File: config.mk
export PLATFORM = sky130hd
export DESIGN_NAME = div8by4_seq
export DESIGN_NICKNAME = d
export VERILOG_FILES = /design/src/rtl/seqarith_pkg.sv /design/src/rtl/div_cond_sub.sv /design/src/rtl/div8by4_seq.sv
export SDC_FILE = /design/constraint.sdc
export NUM_CORES = 1
export LEC_CHECK = 0
export ABC_AREA = 1
export CAP_MARGIN = 20
export CORE_MARGIN = 2
export CORE_UTILIZATION = 32
export CTS_CLUSTER_SIZE = 25
export DETAILED_ROUTE_END_ITERATION = 16
export PLACE_DENSITY_LB_ADDON = 0.12
export SLEW_MARGIN = 20
export SYNTH_ARGS = -nofsm -noshare
export SYNTH_HDL_FRONTEND = slang
export SYNTH_SLANG_ARGS = --single-unit
File: constraint.sdc
create_clock -name clk -period 3.5 [get_ports clk]
set_input_delay 0.7 -clock clk [delete_from_list [all_inputs] [get_ports clk]]
set_output_delay 0.7 -clock clk [all_outputs]
set_load 0.01 [all_outputs]
File: src/rtl/seqarith_pkg.sv
// ---------------------------------------------------------------------------
// seqarith_pkg
// Shared definitions for the sequential arithmetic units (shift-add
// multiplier and restoring divider).
//   DW_DEF / DVW_DEF : default dividend/quotient and divisor/remainder widths
//   clog2()          : ceiling log2, used to size iteration counters
//   state_t          : common IDLE / RUN / FIN control states
// ---------------------------------------------------------------------------
package seqarith_pkg;

    localparam int DW_DEF  = 8;
    localparam int DVW_DEF = 4;

    // Number of bits needed to hold values 0 .. value-1.
    function automatic int clog2(input int value);
        int result;
        int v;
        result = 0;
        v = value - 1;
        while (v > 0) begin
            result = result + 1;
            v = v >> 1;
        end
        return result;
    endfunction

    typedef enum logic [1:0] {
        IDLE = 2'd0,
        RUN  = 2'd1,
        FIN  = 2'd2
    } state_t;

endpackage

File: src/rtl/div_cond_sub.sv
// ---------------------------------------------------------------------------
// div_cond_sub
// Combinational (DVW+1)-bit compare-and-subtract stage of the restoring
// divider. This is the only subtractor in the divider.
// Ports:
//   partial  in  DVW+1  shifted remainder candidate {rem_acc, next dividend bit}
//   divisor  in  DVW    divisor
//   ge       out 1      partial >= divisor (quotient bit for this step)
//   diff     out DVW    partial - divisor; meaningful only when ge is set
// ---------------------------------------------------------------------------
module div_cond_sub
    import seqarith_pkg::*;
#(
    parameter int DVW = DVW_DEF
) (
    input  logic [DVW:0]   partial,
    input  logic [DVW-1:0] divisor,
    output logic           ge,
    output logic [DVW-1:0] diff
);

    logic [DVW:0] divisor_ext;
    logic [DVW:0] full_diff;

    // When ge is set the difference is below the divisor, so the top bit of
    // the full-width result is always zero and can be dropped.
    always_comb begin
        divisor_ext = {1'b0, divisor};
        full_diff   = partial - divisor_ext;
        ge          = (partial >= divisor_ext);
        diff        = full_diff[DVW-1:0];
    end

endmodule

File: src/rtl/div8by4_seq.sv
// ---------------------------------------------------------------------------
// div8by4_seq
// Sequential restoring divider: unsigned DW-bit dividend / DVW-bit divisor,
// one quotient bit per clock, start/done handshake matching the sequential
// multiplier.
// Ports:
//   clk          in   1    clock, rising edge
//   rst          in   1    asynchronous active-high reset
//   start        in   1    request, accepted when busy==0
//   dividend     in   DW   sampled on an accepted start
//   divisor      in   DVW  sampled on an accepted start
//   quotient     out  DW   result, valid while done==1
//   remainder    out  DVW  result, valid while done==1
//   busy         out  1    iteration in progress
//   done         out  1    result held, until the next accepted start
//   div_by_zero  out  1    divisor was zero, same lifetime as done
// ---------------------------------------------------------------------------
module div8by4_seq
    import seqarith_pkg::*;
#(
    parameter int DW  = DW_DEF,
    parameter int DVW = DVW_DEF
) (
    input  logic           clk,
    input  logic           rst,
    input  logic           start,
    input  logic [DW-1:0]  dividend,
    input  logic [DVW-1:0] divisor,
    output logic [DW-1:0]  quotient,
    output logic [DVW-1:0] remainder,
    output logic           busy,
    output logic           done,
    output logic           div_by_zero
);

    localparam int            CW       = clog2(DW + 1);
    localparam logic [CW-1:0] LAST_CNT = CW'(DW - 1);

    state_t         state_q, state_d;
    logic           zero_pend_q, zero_pend_d;
    logic [CW-1:0]  count_q, count_d;
    logic [DW-1:0]  dvd_sh_q, dvd_sh_d;
    logic [DW-1:0]  quo_sh_q, quo_sh_d;
    logic [DVW-1:0] divisor_q, divisor_d;
    logic [DVW-1:0] rem_acc_q, rem_acc_d;
    logic [DW-1:0]  quotient_q, quotient_d;
    logic [DVW-1:0] remainder_q, remainder_d;
    logic           div_by_zero_q, div_by_zero_d;

    logic [DVW:0]   partial;
    logic           sub_ge;
    logic [DVW-1:0] sub_diff;

    assign partial = {rem_acc_q, dvd_sh_q[DW-1]};

    div_cond_sub #(
        .DVW(DVW)
    ) u_cond_sub (
        .partial (partial),
        .divisor (divisor_q),
        .ge      (sub_ge),
        .diff    (sub_diff)
    );

    // Next-state logic. RUN performs one restoring step per edge; the
    // quotient/remainder outputs stay cleared until the last step so that
    // partial results are never visible. A zero divisor skips RUN entirely:
    // zero_pend holds the request for one edge and then lands in FIN with
    // the saturated quotient. Outside RUN a start is always accepted, which
    // also covers restarting straight from FIN.
    always_comb begin
        state_d       = state_q;
        zero_pend_d   = zero_pend_q;
        count_d       = count_q;
        dvd_sh_d      = dvd_sh_q;
        quo_sh_d      = quo_sh_q;
        divisor_d     = divisor_q;
        rem_acc_d     = rem_acc_q;
        quotient_d    = quotient_q;
        remainder_d   = remainder_q;
        div_by_zero_d = div_by_zero_q;

        case (state_q)
            RUN: begin
                dvd_sh_d  = {dvd_sh_q[DW-2:0], 1'b0};
                quo_sh_d  = {quo_sh_q[DW-2:0], sub_ge};
                rem_acc_d = sub_ge ? sub_diff : partial[DVW-1:0];
                count_d   = count_q + CW'(1);
                if (count_q == LAST_CNT) begin
                    state_d     = FIN;
                    quotient_d  = quo_sh_d;
                    remainder_d = rem_acc_d;
                end
            end
            default: begin
                if (zero_pend_q) begin
                    state_d       = FIN;
                    zero_pend_d   = 1'b0;
                    div_by_zero_d = 1'b1;
                    quotient_d    = '1;
                    remainder_d   = '0;
                end
                if (start) begin
                    dvd_sh_d      = dividend;
                    divisor_d     = divisor;
                    quo_sh_d      = '0;
                    rem_acc_d     = '0;
                    count_d       = '0;
                    quotient_d    = '0;
                    remainder_d   = '0;
                    div_by_zero_d = 1'b0;
                    if (divisor == '0) begin
                        state_d     = IDLE;
                        zero_pend_d = 1'b1;
                    end else begin
                        state_d     = RUN;
                        zero_pend_d = 1'b0;
                    end
                end
            end
        endcase
    end

    // State and datapath registers, all cleared by reset.
    always_ff @(posedge clk or posedge rst) begin
        if (rst) begin
            state_q       <= IDLE;
            zero_pend_q   <= 1'b0;
            count_q       <= '0;
            dvd_sh_q      <= '0;
            quo_sh_q      <= '0;
            divisor_q     <= '0;
            rem_acc_q     <= '0;
            quotient_q    <= '0;
            remainder_q   <= '0;
            div_by_zero_q <= 1'b0;
        end else begin
            state_q       <= state_d;
            zero_pend_q   <= zero_pend_d;
            count_q       <= count_d;
            dvd_sh_q      <= dvd_sh_d;
            quo_sh_q      <= quo_sh_d;
            divisor_q     <= divisor_d;
            rem_acc_q     <= rem_acc_d;
            quotient_q    <= quotient_d;
            remainder_q   <= remainder_d;
            div_by_zero_q <= div_by_zero_d;
        end
    end

    assign quotient    = quotient_q;
    assign remainder   = remainder_q;
    assign busy        = (state_q == RUN);
    assign done        = (state_q == FIN);
    assign div_by_zero = div_by_zero_q;

endmodule

# ---- Word-level counts from Yosys, hierarchy flattened
# Cells that the tools add are included.
dict set report op_classes {
  n_addsub 2
  n_mul 0
  n_div 0
  n_lt_le_gt_ge 1
  eq_ne 4
  shift 0
  n_mux 25
  bitwise_logic 1
  n_reduce_logical 7
}
# operator count
set op_table {}
lappend op_table {{8-bit 2-to-1 mux} 6}
lappend op_table {{4-bit 2-to-1 mux} 8}
lappend op_table {{7-bit 2-to-1 mux} 2}
lappend op_table {{2-bit 2-to-1 mux} 4}
lappend op_table {{2-bit AND reduction} 3}
lappend op_table {{5-bit by 4-bit greater-or-equal comparator with 1-bit output} 1}
lappend op_table {{1-bit 2-to-1 mux} 5}
lappend op_table {{4-bit by 1-bit adder with 4-bit output (second input constant)} 1}
lappend op_table {{4-bit by 3-bit == test with 1-bit output (second input constant)} 1}
lappend op_table {{4-bit zero test} 1}
lappend op_table {{2-bit nonzero test} 2}
lappend op_table {{4-bit subtractor} 1}
lappend op_table {{3-bit nonzero test} 1}
lappend op_table {{2-bit by 1-bit == test with 1-bit output (second input constant)} 1}
lappend op_table {{2-bit == test (second input constant)} 1}
lappend op_table {{2-bit by 1-bit != test with 1-bit output (second input constant)} 1}
lappend op_table {{1-bit NOT} 1}
dict set report word_totals {
  ff_bits 43
  latch_bits 0
  ram_bits 0
  mem_bits_ro 0
  inputBits 15
  output_inout_bits 15
  word_cells 50
  n_memories 0
}

# ---- Longest topological paths before layout
# Gate-level depths: netlist of run 1.
dict set report depth {
  depth_word 4
  ltp_mapped 12
  ltp_nobuf 12
}

# ---- By module
# From an unflattened synthesis of run 1, not the netlist that was laid out.
dict set report unflattened {
  cells_unflattened 247
  hier_area_um2 2067.0
}
# module n_inst cells_each area_per_inst_um2
set modules_own_cells {}
lappend modules_own_cells {div8by4_seq 1 220 1901.8}
lappend modules_own_cells {div_cond_sub 1 27 165.2}

# ---- Least setup slack after synthesis of run 1
# No wires, ideal clock.
dict set report synth_path {
  path_kind {register -> output}
  startpoint {register state_q[1]}
  endpoint {output port busy}
  arrival_time_ns 0.887
  required_ns 2.800
  setup_slack_ns 1.913
  stages_incl_launch_ff 3
  path_cell_list {dfrtp_1 -> nor2_4 -> buf_1}
}
dict set report synth_via {
  elab_chain_len 1
}
# item line_no
set synth_rtl {}
lappend synth_rtl {{start: declaration} div8by4_seq.sv:39} ;# state_t state_q, state_d;
lappend synth_rtl {{start signal: assignment} div8by4_seq.sv:138} ;# state_q <= state_d;
lappend synth_rtl {{2-bit by 1-bit == test with 1-bit output} div8by4_seq.sv:153} ;# assign busy = (state_q == RUN);
lappend synth_rtl {{end: declaration} div8by4_seq.sv:31} ;# output logic busy,
# No other way between the ends.

# ---- Final worst setup path of run 1
# Same ends and word-level chain as after synthesis.

==> run_results.csv, run 1 <==
group,metric,value,unit
routing,wirelength,4.079,mm
worst_setup_path,crit_family,"buffers and inverters",
floorplan,rows,28,
worst_setup_path,critPathBufInv,1,
yosys,ys_seq_elements,43,
grt,grt_max_degree,44,
placement,dpl-instance-area,2321,µm²
clock_tree,cts_setup_buffers,0,
power,powerDensity,865.3,nW/µm²
yosys,synth.avg_cell_area,8.775,µm²
worst_setup_path,critical_path.cell_chain,"nor2_4, clkdlybuf4s50_1",
clock_tree,root_buffer,"clkbuf_8",
sta,rsz0062_at_grt,"no",
worst_setup_path,arrival,1.54,ns
sta,finalCriticalPeriod,2.237,ns
worst_setup_path,timing.rr.end,"quotient[6]",
sta,setup_viol_count_final,0,
routing,firstDrtPassIters,6,
yosys,syn_inst,223,
clock_tree,cts.sinks,43,
status,status,"finished clean",
power,clockPowerShare,14.9,%
clock_tree,clock_latency,0.30,ns
floorplan,fp.dieH,82.20,µm
clock_tree,cts_buffers,5,
floorplan,start_util,33.05,%
worst_setup_path,reg2reg_depth,9,
floorplan,pin_count,30,
worst_setup_path,r2r_slack,1.62,ns
clock_tree,ctsLongestPathBuffers,2,
yosys,yosysSeqAreaShare,54.99,%
routing,via_per_inst,4.639,
grt,grt_pass1_vias,1479,
power,p_sw,0.0008687,W
clock_tree,h-tree-depth,2,
yosys,synth_fp_nets,244,
yosys,synth-async-reset-ratio,100.0,%
worst_setup_path,cp-start-kind,"flip-flop",
final_layout,final_layout_size_suffix_gt1_share,7.843,%
sta,tns,0,ns
worst_setup_path,r2r_start,"state_q[0]",
sta,max_freq,0.4470,GHz
clock_tree,cts_hold_buf,0,
sta,tightestPinTransition,0.5438,ns
final_layout,n_antenna_cell,0,
floorplan,core-area,5921,µm²
sta,slew_headroom,63.75,%
final_layout,stdcell_area,2406,µm²
grt,globalRouteTotalUtil,13.79,%
routing,top_layer,"met4",
placement,gp_routability_congestion,0.7847,
power,netSwitchingFraction,41.73,%
final_layout,syn_to_final_growth,22.95,%
sta,finalCritPeriodShare,63.92,%
worst_hold_path,whs_path_depth,2,
clock_tree,post_cts_resize_count,0,
worst_setup_path,path_class,"flip-flop to output port",
routing,met1_length,2.028,mm
routing,wl_met3,197,µm
yosys,yosys.area.top_type_share,54.99,%
floorplan,design.die.area,6757,µm²
routing,post-route-drc-count,0,
yosys,synth_edf_count,0,
sta,hold_violations,0,
sta,slew_viol_final,0,
sta,fin_skew,0.004748,ns
clock_tree,clkSlewWorstSetupHoldPaths,0.08,ns
power,leakagePower,1.174,nW
routing,num_vias,1531,
power,p_int,0.001213,W
power,seqPwrFrac,37.7,%
worst_hold_path,hp-start,"quo_sh_q[6]",
worst_setup_path,slowest_stage,"clkdlybuf4s50_1",
yosys,yosys_warnings,0,
power,comb_power_share,47.4,%
worst_setup_path,cp-end-kind,"output port",
routing,wl_met2,1.794,mm
placement,io_buffers,29,
worst_hold_path,min_to,"quo_sh_q[6]",
yosys,yosys.area.top_type,"dfrtp_1",
power,vdd_drop_max,0.0002574,V
routing,drtAntennaViolNets,0,
yosys,yosys.cell_count.top_type,"nand2_1",
worst_setup_path,max_stage_delay,0.59,ns
grt,grt-ovfl-total,0,
flow_run,max-cap-violations,0,
grt,antenna_found_initial,0,
worst_setup_path,cp_max_fo,8,
grt,grt_pass1_wl,7.031,mm
clock_tree,tritoncts,"done",
yosys,synthDistinctLibCells,26,
routing,wl_per_cell,12.36,µm
yosys,synthTopCellsByCount,"nand2_1, dfrtp_1, inv_1",
placement,dp_hpwl,2.829,mm
final_layout,nNetsFinal,275,
yosys,yosys_most_used_dff,"dfrtp_1",
routing,drt_iter0_markers,98,
final_layout,fill_cells,606,
worst_setup_path,crit_required,2.80,ns
floorplan,die_w,82.20,µm
worst_hold_path,hold_path_class,"flip-flop to flip-flop",
yosys,netlist_top_cells_area,"dfrtp_1, nand2_1, nand3_1",
yosys,synthesis.area,1957,µm²
## sequential cells by signal (all words and copies together) (netlist names)
register and count:
count_q 4, div_by_zero 1, divisor_q 4, dvd_sh_q 8, quo_sh_q 7, quotient 8, rem_acc_q 4, remainder 4
state_q 2, zero_pend_q 1
## cell usage in the layout, fill, tap and decap left out, types with 3 or more instances in the layout
cell	n
clkbuf_8	5
clkdlybuf4s50_1	29
dfrtp_1	43
ha_1	5
inv_1	22
inv_2	5
nand2_1	74
nand2_2	3
nand3_1	17
nand4_1	5
nor2_1	4
nor2_4	3
o21ai_0	13
o21ai_1	6
o22ai_1	5
## per-layer routing
layer | up-vias | GRT usage (%)
li1 | 781 | -
met2 | 32 | 21.21
met5 | - | 0
met4 | 0 | 4.500
met3 | 6 | 3.913
met1 | 712 | 18.72
## through the flow
| step | hold slack (ns) | worst slack [ns] | total power [W] | utilization [%] | cells |
|---|---|---|---|---|---|
| 2_1_floorplan | 0.4423 | 1.797 | 0.001458 | - | 223 |
| 3_3_place_gp | 0.4620 | 1.180 | 0.001794 | 39.20 | 322 |
| 3_5_place_dp | 0.4623 | 1.119 | 0.001798 | 39.20 | 322 |
| 4_1_cts | 0.4821 | 1.239 | 0.002115 | 40.64 | 330 |
| 5_1_grt | 0.5092 | 1.183 | 0.002292 | 40.64 | 330 |
| 6_report | 0.4786 | 1.263 | 0.002082 | 40.64 | 330 |
## tightest hold or removal path: cells and delay by family (launching register included)
family	cells	cell delay, ns
AND/OR/NAND/NOR	2	0.10
flip-flops	1	0.35
## power by group through the flow
| stage | combinational (W) | sequential [W] | clock [W] |
|---|---|---|---|
| global placement | 0.00100 | 0.000793 | 0 |
| CTS | 0.00101 | 0.000785 | 0.000321 |
| finish | 0.000987 | 0.000784 | 0.000310 |
| detailed placement | 0.00100 | 0.000794 | 0 |
| global route | 0.00114 | 0.000811 | 0.000345 |
| floorplan | 0.000657 | 0.000801 | 0 |
## layout make-up
type	instances	area, µm²	area share [%]
repair buffers	31	305.3	12.69
multi-input cells	146	744.5	30.94
inverters	27	101.3	4.212
flip-flops and latches	43	1076	44.72
clock inverters	2	12.51	0.5200
clock buffers	6	72.57	3.016
well taps	75	93.84	3.900
## kinds of logic (layout without fill, tap and decap cells)
logic type	count (synthesis)	after routing	share of synthesized area [%]
and+or+nand+nor	107	107	23.98
adders and majority gates	6	6	4.220
buffers and inverters	34	66	6.969
AOI/OAI and AO/OA	31	31	8.952
xor gates and xnor gates	2	2	0.8953
DFF	43	43	54.99
## worst max-delay path by stage
stage / endpoint / slack, ns / cells past startpoint / from
6_report: busy / 1.26 / 2 / state_q[1]
3_3_place_gp: remainder[0] / 1.18 / 7 / start
3_5_place_dp: quotient[6] / 1.12 / 7 / start
5_1_grt: busy / 1.18 / 2 / state_q[1]
2_1_floorplan: count_q[0] / 1.80 / 1 / rst
4_1_cts: busy / 1.24 / 2 / state_q[1]
Note: power is estimated with default switching activity, not from simulation.
==> run 2: changes to the inputs <==
- clock period: 3.5 -> 2.1 ns (I/O delays scaled with it)
==> run 2 against run 1 <==
Largest cell class unchanged. Flip-flop and latch count did not move. Critical path type unchanged. Final area rose by 1.5%. Via count rose by 1.1%. Clock power rose by 69%. Die area did not move. Sequential share of layout area fell by 0.64 points. Global-route usage rose by 0.41 points. Highest routed layer unchanged.
==> run_results.csv, run 2 (synthesis gave the netlist of run 1 again) <==
group,metric,value,unit
grt,grt-ovfl-total,0,
worst_setup_path,critical_path.cell_chain,"nor2_4, clkdlybuf4s50_1",
placement,pre_cts_slack,0.2814,ns
worst_setup_path,cp-startpoint,"state_q[1]",
power,p_sw,0.001448,W
floorplan,core-area,5921,µm²
routing,via_per_inst,4.649,
sta,hold_violations,0,
floorplan,design.die.area,6757,µm²
clock_tree,tritoncts,"done",
flow_run,max-cap-violations,0,
routing,wl_per_cell,12.14,µm
routing,post-route-drc-count,0,
worst_setup_path,cp-end-kind,"output port",
clock_tree,root_buffer,"clkbuf_8",
sta,max_freq,0.4980,GHz
final_layout,syn_to_final_growth,24.74,%
power,netSwitchingFraction,41.30,%
worst_hold_path,hold_path_class,"primary input to async pin",
status,status,"finished clean",
sta,finalCriticalPeriod,2.008,ns
routing,drt_iter0_markers,104,
clock_tree,ctsLongestPathBuffers,2,
final_layout,fill_cells,619,
clock_tree,cts_buffers,5,
final_layout,mostFrequentLayoutCells,"nand2_1, dfrtp_1, clkdlybuf4s50_1",
power,leakagePower,1.193,nW
floorplan,fp.dieH,82.20,µm
power,vdd_drop_max,0.0003996,V
grt,antenna_found_initial,0,
grt,grt_pass1_wl,7.148,mm
sta,slew_viol_final,0,
worst_setup_path,path_class,"flip-flop to output port",
worst_setup_path,cp-start-kind,"flip-flop",
clock_tree,cts.sinks,43,
sta,setup_ws,0.09180,ns
routing,wirelength,4.041,mm
sta,setup_viol_count_final,0,
placement,dpl-instance-area,2356,µm²
sta,tns,0,ns
worst_setup_path,slowest_stage,"clkdlybuf4s50_1",
final_layout,nNetsFinal,278,
sta,rsz0062_at_grt,"no",
sta,finalCritPeriodShare,95.63,%
routing,num_vias,1548,
routing,drtAntennaViolNets,0,
floorplan,pin_count,30,
clock_tree,cts_hold_buf,0,
power,seqPwrFrac,37.2,%
grt,grt_pass1_vias,1517,
final_layout,final_common_cell,"nand2_1",
placement,dp_hpwl,2.874,mm
placement,io_buffers,29,
final_layout,stdcell_area,2441,µm²
grt,grt_max_degree,44,
worst_setup_path,r2r_start,"divisor_q[2]",
worst_setup_path,max_stage_delay,0.60,ns
worst_setup_path,crit_required,1.68,ns
floorplan,die_w,82.20,µm
floorplan,start_util,33.05,%
sta,slew_headroom,78.91,%
power,comb_power_share,47.9,%
clock_tree,post_cts_resize_count,0,
final_layout,final_layout_size_suffix_gt1_share,8.915,%
power,p_int,0.002057,W
grt,globalRouteTotalUtil,14.20,%
sta,fin_skew,0.007293,ns
power,clockPowerShare,14.9,%
placement,gp_routability_congestion,0.7659,
sta,tightestPinTransition,0.3152,ns
worst_setup_path,cp_max_fo,9,
power,powerDensity,1436,nW/µm²
worst_setup_path,arrival,1.59,ns
clock_tree,h-tree-depth,2,
floorplan,rows,28,
final_layout,n_antenna_cell,0,
clock_tree,cts_setup_buffers,0,
clock_tree,clock_latency,0.30,ns
clock_tree,clkSlewWorstSetupHoldPaths,0.08,ns
routing,firstDrtPassIters,4,
-- run 2: cell types whose count changed in the layout (fill, tap and decap cells not counted), sizes merged --
| cell | before | now |
|---|---|---|
| buf | 2 | 5 |
-- run 2: power by group through the flow --
stage / registers [W] / clock network, W / logic (W)
floorplan: 0.00134 / 0 / 0.00109
global placement: 0.00132 / 0 / 0.00171
detailed placement: 0.00132 / 0 / 0.00172
CTS: 0.00131 / 0.000548 / 0.00172
global route: 0.00135 / 0.000578 / 0.00195
finish: 0.00130 / 0.000524 / 0.00168
-- run 2: cell type report --
class	instances	area, µm²	area share (%)
clock buffers	6	72.57	2.973
clock inverters	2	12.51	0.5126
inverters	27	101.3	4.152
multi-input cells	146	744.5	30.50
flip-flops and latches	43	1076	44.08
well taps	75	93.84	3.844
repair buffers	34	340.3	13.94
-- run 2: worst max-delay path, delay by kind of cell (launching register included) --
family,cells,cell delay (ns)
AND/OR/NAND/NOR,1,0.28
flip-flops,1,0.41
buffers and inverters,1,0.60
-- run 2: final timing paths --
check                      cells past startpoint  slack [ns]            to
max                                            2        0.09          busy
min                                            3        0.47  divisor_q[1]
max reg2reg                                   10        0.41  remainder[3]
min reg2reg                                    2        0.48   quotient[0]
max in group asynchronous                      3        1.42  rem_acc_q[2]
min in group clk                               2        0.48   quotient[0]
-- run 2: per-layer routing --
layer / global-route usage (%) / vias to the layer above / part of all wire, %
met4: 5.500 / 0 / 1.8
met2: 22.10 / 30 / 45
met3: 3.913 / 5 / 4.1
li1: - / 784 / -
met1: 18.77 / 729 / 49
met5: 0 / - / 0
-- run 2: metrics by stage --
stage                     power (W)  std cells  utilization (%)  hold WS [ns]
final                      0.003505        333            41.23        0.4727
after global routing       0.003881        333            41.23        0.5039
after CTS                  0.003580        333            41.23        0.4803
after detailed placement   0.003042        325            39.79        0.4641
after global placement     0.003030        325            39.79        0.4657
after floorplan            0.002430        223                -        0.4423
==> variant (settings of run 1) <==
Register the inputs `start`, `dividend` and `divisor` before use, with the module's reset. The logic sees them one clock later.
--- a/src/rtl/div8by4_seq.sv
+++ b/src/rtl/div8by4_seq.sv
@@ -35,6 +35,22 @@
 
     localparam int            CW       = clog2(DW + 1);
     localparam logic [CW-1:0] LAST_CNT = CW'(DW - 1);
+
+    logic start_q;
+    logic [DW-1:0] dividend_q;
+    logic [DVW-1:0] divisor_r;
+
+    always_ff @(posedge clk or posedge rst) begin
+        if (rst) begin
+            start_q    <= '0;
+            dividend_q <= '0;
+            divisor_r  <= '0;
+        end else begin
+            start_q    <= start;
+            dividend_q <= dividend;
+            divisor_r  <= divisor;
+        end
+    end
 
     state_t         state_q, state_d;
     logic           zero_pend_q, zero_pend_d;
@@ -100,16 +116,16 @@
                     quotient_d    = '1;
                     remainder_d   = '0;
                 end
-                if (start) begin
-                    dvd_sh_d      = dividend;
-                    divisor_d     = divisor;
+                if (start_q) begin
+                    dvd_sh_d      = dividend_q;
+                    divisor_d     = divisor_r;
                     quo_sh_d      = '0;
                     rem_acc_d     = '0;
                     count_d       = '0;
                     quotient_d    = '0;
                     remainder_d   = '0;
                     div_by_zero_d = 1'b0;
-                    if (divisor == '0) begin
+                    if (divisor_r == '0) begin
                         state_d     = IDLE;
                         zero_pend_d = 1'b1;
                     end else begin
Formal check against the unedited RTL: not equivalent (a bounded check fails within 4 cycles, from zero or initial values and one cycle with rst high).
==> variant against run 1 <==
- total power is 14% higher
- synthesized area is 21% higher
- setup slack better by 60 ps
- highest routed layer unchanged
- routed wire length is 3.9% higher
- die area is 20% higher
- cell area is 19% higher
- final cell count is 11% higher
- critical path type unchanged
- sequential power is 19% higher
- sequential cell count is 13 higher
==> variant: results (changes against run 1) <==
metric;value;unit;change
holdPathEnd;dvd_sh_q[2];;was quo_sh_q[6]
status;finished clean;;unchanged
worstReg2RegEnd;dvd_sh_q[0];;was quotient[6]
final_nets;286;;was 275
place_area;2760;sq um;was 2320 sq um
tightest_slew;621;ps;was 544 ps
skew;15.4;ps;was 4.75 ps
r2r_start;state_q[1];;was state_q[0]
worst-path-buf-inv;2;;was 1
synthTopCellsByArea;dfrtp_1 59%, nand2_1 11%, inv_1 3.6%;;was dfrtp_1 55%, nand2_1 14%, nand3_1 4.3%
via_per_inst;4.41;;was 4.64
grt_pass1_vias;1611;;was 1,479
peakVddDrop;0.238;mV;was 0.257 mV
yosys-top-cells-count;67 x nand2_1, 56 x dfrtp_1, 23 x inv_1;;was 74 x nand2_1, 43 x dfrtp_1, 22 x inv_1
routedWlPerCell;11.6;microns;was 12.4 microns
grt_max_degree;57;;was 44
syn_nets;254;;was 244
drtIter0Drc;78;;was 98
clk_latency;320;ps;was 300 ps
path_clk_slew;100;ps;was 80 ps
syn_inst;233;;was 223
power_leakage;1.33;nW;was 1.17 nW
place_inst;357;;was 322
seq_area_frac_synth;59.2;%;was 55.0%
crit_path_max_fanout;2;;was 8
hold_start;dividend_q[2];;was quo_sh_q[6]
r2r_setup_slack;1690;ps;was 1620 ps
worst_hold_slack;467;ps;was 479 ps
firstDrtPassIters;4;;was 6
hpwl;2910;microns;was 2830 microns
grt_pass1_wl;7550;microns;was 7030 microns
synth_cell_type_count;28;;was 26
drive_gt1_share;9.77;%;was 7.84%
grt_usage;11.5;%;was 13.8%
dieWidth;90.0;microns;was 82.2 microns
-- variant: worst max-delay path by stage --
stage                     from  slack [ps]  depth (start not counted)          to
CTS                 state_q[1]        1300                          3        done
global placement    state_q[1]        1660                          3        done
global route        state_q[1]        1200                          3        done
finish              state_q[1]        1320                          3        done
detailed placement  state_q[1]        1660                          3        done
floorplan                  rst        1430                          1  count_q[0]
-- variant: kinds of logic (layout without fill, tap and decap cells) --
logic type                 Yosys count  count (layout)  synth area share (%)
DFF                                 56              56                  59.2
and+or+nand+nor                    104             104                  20.0
buffers and inverters               33              66                  6.39
xor gates and xnor gates             1               1                 0.370
AOI/OAI and AO/OA                   33              33                  10.6
adders and majority gates            6               6                  3.49
-- variant: power by group --
| group | switching, W | internal (W) | total, W | leakage (nW) |
|---|---|---|---|---|
| Combinational | 0.000627 | 0.000429 | 0.00106 | 0.586 |
| Clock | 0.000228 | 0.000146 | 0.000375 | 0.0423 |
| Sequential | 0.000102 | 0.000831 | 0.000933 | 0.702 |
| Total | 0.000958 | 0.00141 | 0.00236 | 1.33 |
-- variant: worst min-delay path, delay by kind of cell, from the launching register on --
family / cells / cell delay, ps
AND/OR/NAND/NOR: 2 / 100
flip-flops: 1 / 340
-- variant: final cells by class --
class                           count  area (sq um)
Clock buffer                        5          68.8
Clock inverter                      3          26.3
Fill cell                         737          4360
Inverter                           27           104
Multi-Input combinational cell    144           816
Sequential cell                    56          1400
Tap cell                           99           124
Timing Repair Buffer               31           318
-- variant: metal layers --
| layer | vias to the layer above | routed length [microns] | GRT usage (%) |
|---|---|---|---|
| met5 | - | 0 | 0 |
| met4 | 0 | 64 | 3.85 |
| met3 | 5 | 163 | 3.19 |
| met2 | 29 | 1960 | 18.4 |
| met1 | 753 | 2050 | 15.1 |
| li1 | 821 | - | - |
